--- src/rtl/trigger_delay_gen.sv ---
// trigger_delay_gen: multi-channel programmable trigger delay and pulse generator
module trigger_delay_gen #(
  parameter int NUM_CH = 4,
  parameter int CNT_W  = 16,
  parameter int MISS_W = 8
) (
  input  logic                      clk,
  input  logic                      reset,
  input  logic                      enable,
  input  logic [NUM_CH-1:0]         trigger_in,
  input  logic [NUM_CH-1:0]         arm,
  input  logic [NUM_CH-1:0]         auto_rearm,
  input  logic [NUM_CH*CNT_W-1:0]   delay,
  input  logic [NUM_CH*CNT_W-1:0]   width,
  output logic [NUM_CH-1:0]         trigger_out,
  output logic [NUM_CH-1:0]         busy,
  output logic [NUM_CH*MISS_W-1:0]  missed_cnt
);
  typedef enum logic [1:0] {IDLE, DLY, PULSE, DONE} state_t;
  logic [NUM_CH-1:0] trig_q, rise;
  // trigger history; reset to ones so a level held through reset is not an edge
  always_ff @(posedge clk or posedge reset) begin
    if (reset) trig_q <= '1;
    else trig_q <= trigger_in;
  end
  assign rise = trigger_in & ~trig_q;
  for (genvar i = 0; i < NUM_CH; i++) begin : g_ch
    state_t st;
    logic [CNT_W-1:0] cnt, dl, wl, tgt;
    logic [MISS_W-1:0] miss;
    logic out;
    assign tgt = (dl == '0) ? CNT_W'(1) : dl;
    assign busy[i] = st != IDLE;
    assign trigger_out[i] = out;
    assign missed_cnt[i*MISS_W +: MISS_W] = miss;
    // per-channel sequencer: idle, count delay, hold pulse or level, optionally park
    always_ff @(posedge clk or posedge reset) begin
      if (reset) begin
        st <= IDLE;
        cnt <= '0;
        dl <= '0;
        wl <= '0;
        miss <= '0;
        out <= 1'b0;
      end else if (!enable) begin
        st <= IDLE;
        cnt <= '0;
        out <= 1'b0;
      end else begin
        if (rise[i] && st != IDLE && miss != '1) miss <= miss + 1'b1;
        unique case (st)
          IDLE: if (rise[i]) begin
            st <= DLY;
            cnt <= CNT_W'(1);
            dl <= delay[i*CNT_W +: CNT_W];
            wl <= width[i*CNT_W +: CNT_W];
          end
          DLY: if (cnt == tgt) begin
            st <= PULSE;
            cnt <= CNT_W'(1);
            out <= 1'b1;
          end else cnt <= cnt + 1'b1;
          PULSE: if (wl == '0) begin
            if (arm[i]) begin
              st <= IDLE;
              cnt <= '0;
              out <= 1'b0;
            end
          end else if (cnt == wl) begin
            st <= auto_rearm[i] ? IDLE : DONE;
            cnt <= '0;
            out <= 1'b0;
          end else cnt <= cnt + 1'b1;
          DONE: if (arm[i]) st <= IDLE;
          default: st <= IDLE;
        endcase
      end
    end
  end
endmodule

--- config.mk ---
export PLATFORM = sky130hd
export DESIGN_NAME = trigger_delay_gen
export DESIGN_NICKNAME = d
export VERILOG_FILES = /design/src/rtl/trigger_delay_gen.sv
export SDC_FILE = /design/constraint.sdc
export NUM_CORES = 1
export LEC_CHECK = 0
export BUFFER_PORTS_ARGS = -buffer_cell sky130_fd_sc_hd__clkbuf_2
export CAP_MARGIN = 20
export CELL_PAD_IN_SITES_DETAIL_PLACEMENT = 1
export CELL_PAD_IN_SITES_GLOBAL_PLACEMENT = 1
export CORE_MARGIN = 4
export CORE_UTILIZATION = 51
export CTS_BUF_LIST = sky130_fd_sc_hd__clkbuf_4 sky130_fd_sc_hd__clkbuf_8
export DETAILED_ROUTE_END_ITERATION = 16
export GPL_TIMING_DRIVEN = 0
export PLACE_DENSITY = 0.92
export SLEW_MARGIN = 10
export SYNTH_ARGS = -nofsm -noshare
export SYNTH_HDL_FRONTEND = slang
export SYNTH_SLANG_ARGS = --single-unit
--- constraint.sdc ---
create_clock -name clk -period 17.5 [get_ports clk]
set_input_delay 2.625 -clock clk [delete_from_list [all_inputs] [get_ports clk]]
set_output_delay 2.625 -clock clk [all_outputs]
set_load 0.02 [all_outputs]
==> key figures, run 1 <==
Logic synthesis
  – Multiplexer share of the synthesized area: 0.115
  – Synth Area in Adders: 0.0258
  – Top-area cell type share of the netlist area: 0.434
  – Post-Synth Simple-Gate Area: 0.162
  – Primary FF master, synth: dfrtp_1
  – Synth top cells by count: 236 x dfrtp_1, 135 x mux2_2, 112 x xnor2_1
  – Syn_nets: 1487
  – Post-Syn Area: 13600 um^2
  – Cells after synthesis: 1316
  – Yosys warns: 0
  – Seq/Total Area, Yosys: 0.442
  – Synth area leader: dfrtp_1
  – Number of flops mapped to enable cells by yosys: 0
  – Yosys cell types: 76
  – Avg Cell Area, Syn: 10.3 um^2
  – Compound-gate portion of the synthesized area: 0.109
  – Ranking of synthesized cells by area: dfrtp_1 43%, mux2_2 11%, xnor2_1 7.2%, xor2_1 3.2%, nand2_1 2.6%
  – Combinational family with the most area after synthesis: simple AND/OR/NAND/NOR gates
  – Xor and xnor area share after synthesis: 0.104
  – Most common cell in the netlist: dfrtp_1
  – Count of state elements after synthesis: 240
  – Ys async rst share: 1.00

Cells and area
  – Final nets: 1717
  – Filler Cell Count: 2898
  – Layout cells sized above 1: 0.291
  – Layout overhead on the synthesized area: 17.1%
  – Fin area: 15900 um^2
  – Final core occ: 0.610

Critical path
  – Worst reg2reg startpoint: g_ch[1].cnt[9]
  – Setup CP Type: input pin to flop
  – CP Launch Type: input pin
  – R2r setup slk: 14.49 ns
  – Crit. End Element: flop
  – Critical Path RT: 18.01 ns
  – End of the worst register-to-register path: g_ch[1].cnt[14]
  – Worst Reg-to-Reg Cells: 7
  – Crit path max fanout: 10
  – CP arrival: 5.21 ns

STA
  – Worst-margin pin slew: 1.10 ns
  – Min Tclk post-route: 4.69 ns
  – RSZ-0062 raised after global routing: no
  – Worst Skew: 0.0446 ns
  – Setup violations, final: 0
  – Worst slew margin: 0.264
  – Fin Hold WS: 0.511 ns
  – Setup TNS: 0 ns
  – Final count of hold timing violations: 0
  – Max Freq: 213 MHz
  – Pins over their slew limit: 0
  – Crit share post-route: 0.268

Placed design
  – Final HPWL DP: 31200 um
  – Placer congestion estimate: 0.877
  – Input/output buffers: 182
  – Placed inst area: 15000 um^2

Clock network
  – H-tree depth: 2
  – Clock-pin slew on the worst setup and hold paths: 0.09 ns
  – Cts repair resizes: 0
  – Post-CTS setup buffer count: 0
  – CTS Sinks: 240
  – CTS Buf Count: 44
  – Maximum clock insertion buffer count: 3
  – CTS tree: built
  – Hold_buf cts: 0
  – Clock Latency Late Sink: 0.58 ns
  – Root Driver: clkbuf_8

Drt
  – Vias: 12300
  – Post-DRT Antenna Nets: 0
  – Initial DRC count: 916
  – Detailed-route wire length: 47500 um
  – WL/cell: 24.8 um
  – 1st-pass router iterations: 5
  – Residual DRC: 0
  – Via density: 6.41

Job
  – Max-cap viol count: 0

Run status
  – Outcome: finished clean

Pwr
  – P_leak: 6.87 nW
  – IR drop worst, VDD: 0.116 mV
  – Pwr/cell area: 143 nW/um^2
  – Power, Total: 2.28 mW

Worst hold path
  – Hold path start: g_ch[3].miss[4]
  – Type of the most critical hold path: flop to flop
  – Sink of the worst hold path: g_ch[3].miss[4]
  – Hold path depth: 1

Global routing
  – Gr ovfl total: 0
  – Initial antenna violation count: 1
  – Vias in the first global route: 13400
  – Largest net degree at the start of global routing: 116
  – Global Route Usage Sum: 0.322
  – First-pass GRT wire length: 74800 um

Floorplanning
  – I/O pin count: 183
  – FP Rows: 59
  – Core ar.: 26100 um^2
  – Die width: 171 um
  – Initial Util: 0.520
  – Die height: 171 um
  – Die area: 29300 um^2
-- layer usage --
layer  vias up  GRT usage  routed length [um]  share of wire
met5         -          0                   0              0
met4         0      0.145                2410          0.051
met3       210     0.0655                3240          0.068
met2       640      0.547               23200           0.49
met1      6159      0.397               18700           0.39
li1       5263          -                   -              -
-- cells by family (layout without fill, tap and decap cells) --
family                   after synthesis  count (layout)
AO/OA/AOI/OAI                        197             197
XOR/XNOR                             161             161
adder cells (fa/ha/maj)               28              28
buffers and inverters                134             397
flip-flops                           240             240
multiplexers                         140             140
other                                  0               1
AND/OR/NAND/NOR                      416             416
-- stage by stage --
step / cells / setup slack, ns
2_1_floorplan: 1316 / 8.29
3_3_place_gp: 1833 / 5.65
3_5_place_dp: 1835 / 12.41
4_1_cts: 1914 / 12.86
5_1_grt: 1915 / 12.72
6_report: 1915 / 12.81
-- placed cells by master (no fill, tap or decap), types with 6 or more instances in the layout --
master and n:
nand3_1 39, buf_4 9, nor4b_1 7, nor2_1 58
clkbuf_1 50, nand4_1 50, o21ai_1 6, o311ai_0 10
nor4_1 47, or3_1 15, mux2_2 135, nand2_1 96
nand2b_1 9, xor2_1 49, a31oi_1 14, o21ai_0 28
o2111ai_1 10, a221o_1 6, inv_1 37, o211ai_1 13
clkinv_2 8, ha_1 28, nor3_1 32, xnor2_1 112
buf_1 10, and3_1 18, a211oi_1 14, clkbuf_4 13
a221oi_1 12, clkbuf_8 58, clkbuf_2 182, and2_1 16
nor2b_1 8, a21oi_1 22, buf_2 26, or2_2 6
dfrtp_1 236
-- critical path, stage by stage --
cell	delay, ns
clkbuf_2	0.17
inv_1	0.11
clkbuf_1	0.57
o32ai_1	0.26
buf_2	0.26
a211oi_1	0.87
a221o_1	0.34
-- final cells by class --
class | count | area [um^2] | share of cell area
clock inverters | 8 | 40.0 | 0.00251
well taps | 335 | 419 | 0.0263
repair buffers | 184 | 966 | 0.0606
clock buffers | 71 | 896 | 0.0562
diodes | 1 | 2.50 | 0.000157
flip-flops and latches | 240 | 6010 | 0.377
multi-input cells | 942 | 7010 | 0.440
inverters | 38 | 150 | 0.00942
plain buffers | 96 | 434 | 0.0273
-- report_power, final --
part / internal, mW / leakage (nW) / total (mW) / switching (mW)
clock network: 0.324 / 0.508 / 0.579 / 0.256
registers: 0.730 / 3.01 / 0.958 / 0.228
logic: 0.334 / 3.34 / 0.739 / 0.405
total: 1.39 / 6.87 / 2.28 / 0.889
-- registers in the layout, indices dropped and copies added (netlist names) --
name / count
g_ch.cnt: 64
g_ch.dl: 64
g_ch.miss: 32
g_ch.out: 4
g_ch.st: 8
g_ch.wl: 64
trig_q: 4
-- worst max-delay path by stage --
stage,to,from,depth (start not counted),slack (ns)
2_1_floorplan,g_ch[0].cnt[0],reset,1,8.29
3_3_place_gp,g_ch[3].dl[8],reset,2,5.65
3_5_place_dp,g_ch[3].cnt[13],enable,7,12.41
4_1_cts,g_ch[3].cnt[14],enable,7,12.86
5_1_grt,g_ch[3].cnt[14],enable,7,12.72
6_report,g_ch[3].cnt[14],enable,7,12.81
Note: power is estimated with default switching activity, not from simulation.
==> inputs of run 2 (changes only) <==
--- a/config.mk
+++ b/config.mk
@@ -10,11 +10,11 @@
 export CELL_PAD_IN_SITES_DETAIL_PLACEMENT = 1
 export CELL_PAD_IN_SITES_GLOBAL_PLACEMENT = 1
 export CORE_MARGIN = 4
-export CORE_UTILIZATION = 51
+export CORE_UTILIZATION = 47
 export CTS_BUF_LIST = sky130_fd_sc_hd__clkbuf_4 sky130_fd_sc_hd__clkbuf_8
 export DETAILED_ROUTE_END_ITERATION = 16
 export GPL_TIMING_DRIVEN = 0
-export PLACE_DENSITY = 0.92
+export PLACE_DENSITY = 0.86
 export SLEW_MARGIN = 10
 export SYNTH_ARGS = -nofsm -noshare
 export SYNTH_HDL_FRONTEND = slang
==> constraint.sdc (replaced) <==
create_clock -name clk -period 4.8 [get_ports clk]
set_input_delay 0.72 -clock clk [delete_from_list [all_inputs] [get_ports clk]]
set_output_delay 0.72 -clock clk [all_outputs]
set_load 0.02 [all_outputs]
==> key figures, run 2 (same netlist as run 1, synthesis figures left out) <==
Global routing
  – Vias in the first global route: 12500 (was 13400)
  – Gr ovfl total: 0 (unchanged)
  – Initial antenna violation count: 1 (unchanged)
  – Largest net degree at the start of global routing: 38 (was 116)
  – First-pass GRT wire length: 67100 um (was 74800 um)
  – Global Route Usage Sum: 0.262 (was 0.322)

STA
  – Setup violations, final: 0 (unchanged)
  – Post-route worst setup slack: 1.85 ns (was 12.81 ns)
  – Worst Skew: 0.0114 ns (was 0.0446 ns)
  – Crit share post-route: 0.614
  – Final count of hold timing violations: 0 (unchanged)
  – Worst-margin pin slew: 1.03 ns (was 1.10 ns)
  – Max Freq: 339 MHz
  – Pins over their slew limit: 0 (unchanged)
  – Worst slew margin: 0.308 (was 0.264)
  – Min Tclk post-route: 2.95 ns
  – RSZ-0062 raised after global routing: no (unchanged)

Floorplanning
  – Die height: 178 um (was 171 um)
  – Die area: 31700 um^2 (was 29300 um^2)
  – Die width: 178 um (was 171 um)
  – Core ar.: 28600 um^2 (was 26100 um^2)
  – Initial Util: 0.475 (was 0.520)
  – FP Rows: 62 (was 59)
  – I/O pin count: 183 (unchanged)

Cells and area
  – Non-Filler Instances: 1971 (was 1915)
  – Final core occ: 0.564 (was 0.610)
  – FF/Latch Area: 6010 um^2 (unchanged)
  – Layout overhead on the synthesized area: 18.7% (was 17.1%)
  – Multi-input gate area: 7010 um^2 (unchanged)
  – Commonest non-fill, non-tap cells in the layout: 236 x dfrtp_1, 182 x clkbuf_2, 135 x mux2_2 (unchanged)
  – Layout cells sized above 1: 0.294 (was 0.291)
  – Filler Cell Count: 3238 (was 2898)
  – Top flop regs: g_ch.cnt: 64 flops, g_ch.dl: 64 flops, g_ch.wl: 64 flops (unchanged)
  – Final nets: 1722 (was 1717)
  – Most common cell after layout, fill and taps aside: dfrtp_1 (unchanged)

Placed design
  – Input/output buffers: 182 (unchanged)
  – Final HPWL DP: 29700 um (was 31200 um)
  – Pre-CTS setup slack: 1.57 ns (was 12.41 ns)
  – Placer congestion estimate: 0.880 (was 0.877)
  – Cells after DPL: 1889 (was 1835)

Critical path
  – CP Cell Sequence: clkbuf_1, xnor2_1, nand4_1, nor4_2, buf_4, nor3_1, a31oi_1, o21ai_0 (was clkbuf_2, inv_1, clkbuf_1, o32ai_1, buf_2, a211oi_1, a221o_1)
  – Worst setup path start: g_ch[0].cnt[5] (was enable)
  – Worst path depth: 8 (was 7)
  – Largest stage delay, worst path: 0.61 ns (was 0.87 ns)
  – Crit path max-delay cell type: a31oi_1 (was a211oi_1)
  – Worst reg2reg startpoint: g_ch[0].cnt[5] (was g_ch[1].cnt[9])
  – Crit. End Element: flop (unchanged)
  – Crit path max fanout: 10 (unchanged)
  – Crit path max-delay family: compound AO/OA/AOI/OAI gates (unchanged)
  – CP arrival: 3.34 ns (was 5.21 ns)
  – End of the worst register-to-register path: g_ch[0].cnt[3] (was g_ch[1].cnt[14])
  – Crit path capture: g_ch[0].cnt[3] (was g_ch[3].cnt[14])
  – Worst Reg-to-Reg Cells: 8 (was 7)
  – Critical Path RT: 5.19 ns (was 18.01 ns)
  – CP Launch Type: flop (was input pin)
  – Setup CP Type: flop to flop (was input pin to flop)
  – Worst path bufs/invs: 2 (was 4)
  – R2r setup slk: 1.85 ns (was 14.49 ns)

Pwr
  – Net Sw Power: 2.99 mW (was 889 uW)
  – P_leak: 6.93 nW (was 6.87 nW)
  – Power share of the sequential group: 0.422 (was 0.421)
  – Clk pwr share: 0.267 (was 0.254)
  – Pwr/cell area: 505 nW/um^2 (was 143 nW/um^2)
  – Logic pwr share: 0.311 (was 0.325)
  – IR drop worst, VDD: 0.329 mV (was 0.116 mV)
  – Sw frac: 0.367 (was 0.390)
  – Internal: 5.17 mW (was 1.39 mW)

Drt
  – Via density: 5.90 (was 6.41)
  – WL/cell: 21.1 um (was 24.8 um)
  – Vias: 11600 (was 12300)
  – Residual DRC: 0 (unchanged)
  – 1st-pass router iterations: 5 (unchanged)
  – Post-DRT Antenna Nets: 0 (unchanged)
  – Initial DRC count: 594 (was 916)
  – Detailed-route wire length: 41600 um (was 47500 um)

Clock network
  – Cts repair resizes: 0 (unchanged)
  – H-tree depth: 2 (unchanged)
  – Post-CTS setup buffer count: 0 (unchanged)
  – CTS Sinks: 240 (unchanged)
  – CTS tree: built (unchanged)
  – Hold_buf cts: 0 (unchanged)
  – Root Driver: clkbuf_8 (unchanged)
  – CTS Buf Count: 44 (unchanged)
  – Clock Latency Late Sink: 0.56 ns (was 0.58 ns)
  – Maximum clock insertion buffer count: 3 (unchanged)
  – Clock-pin slew on the worst setup and hold paths: 0.07 ns (was 0.09 ns)

Run status
  – Outcome: finished clean (unchanged)

Job
  – Max-cap viol count: 0 (unchanged)

Worst hold path
  – Type of the most critical hold path: input pin to async pin (was flop to flop)
-- run 2: changes by cell type in the layout (fill, tap and decap cells not counted) --
cell	change
buf_12	+6
buf_16	-1
bufinv_16	+1
clkbuf_8	+3
clkinv_2	-3
clkinvlp_4	+1
inv_6	+1
inv_8	-1
-- run 2: worst register-to-register path, stage by stage (launching register included) --
cell      delay (ns)
dfrtp_1         0.35
clkbuf_1        0.20
xnor2_1         0.29
nand4_1         0.17
nor4_2          0.59
buf_4           0.29
nor3_1          0.06
a31oi_1         0.61
o21ai_0         0.22
-- run 2: per-stage QoR --
step	power (mW)	instance area, um^2	hold WS (ns)	TNS (ns)
final	8.16	16100	0.228	0
after detailed placement	5.92	15100	0.493	0
after CTS	8.20	16100	0.209	0
after global placement	5.73	15000	0.481	-120.71
after floorplan	5.07	13600	0.480	0
after global routing	8.63	16100	0.213	0
-- run 2: worst min-delay path by stage --
stage / endpoint / cells after the start
finish: g_ch[2].cnt[15] / 2
CTS: g_ch[2].cnt[0] / 2
global placement: g_ch[1].miss[5] / 1
global route: trig_q[3] / 1
floorplan: g_ch[1].dl[0] / 1
detailed placement: g_ch[1].miss[5] / 1
-- run 2: final cells by class --
| type | instances | area share |
|---|---|---|
| diodes | 1 | 0.000155 |
| plain buffers | 96 | 0.0269 |
| clock buffers | 74 | 0.0580 |
| clock inverters | 7 | 0.00395 |
| inverters | 38 | 0.00907 |
| multi-input cells | 942 | 0.434 |
| flip-flops and latches | 240 | 0.372 |
| well taps | 384 | 0.0298 |
| repair buffers | 189 | 0.0656 |
-- run 2: routing by layer --
layer	part of all wire	up-vias	wire length (um)	global-route usage
li1	-	5257	-	-
met1	0.43	5923	17700	0.340
met2	0.49	355	20300	0.435
met3	0.052	102	2170	0.0485
met4	0.035	0	1440	0.101
met5	0	-	0	0
-- run 2: power groups by stage --
stage          sequential [mW]  clock [mW]  combinational, mW
2_1_floorplan             3.24           0               1.83
3_3_place_gp              3.38           0               2.34
3_5_place_dp              3.44           0               2.49
4_1_cts                   3.43        2.23               2.54
5_1_grt                   3.51        2.33               2.78
6_report                  3.44        2.18               2.54
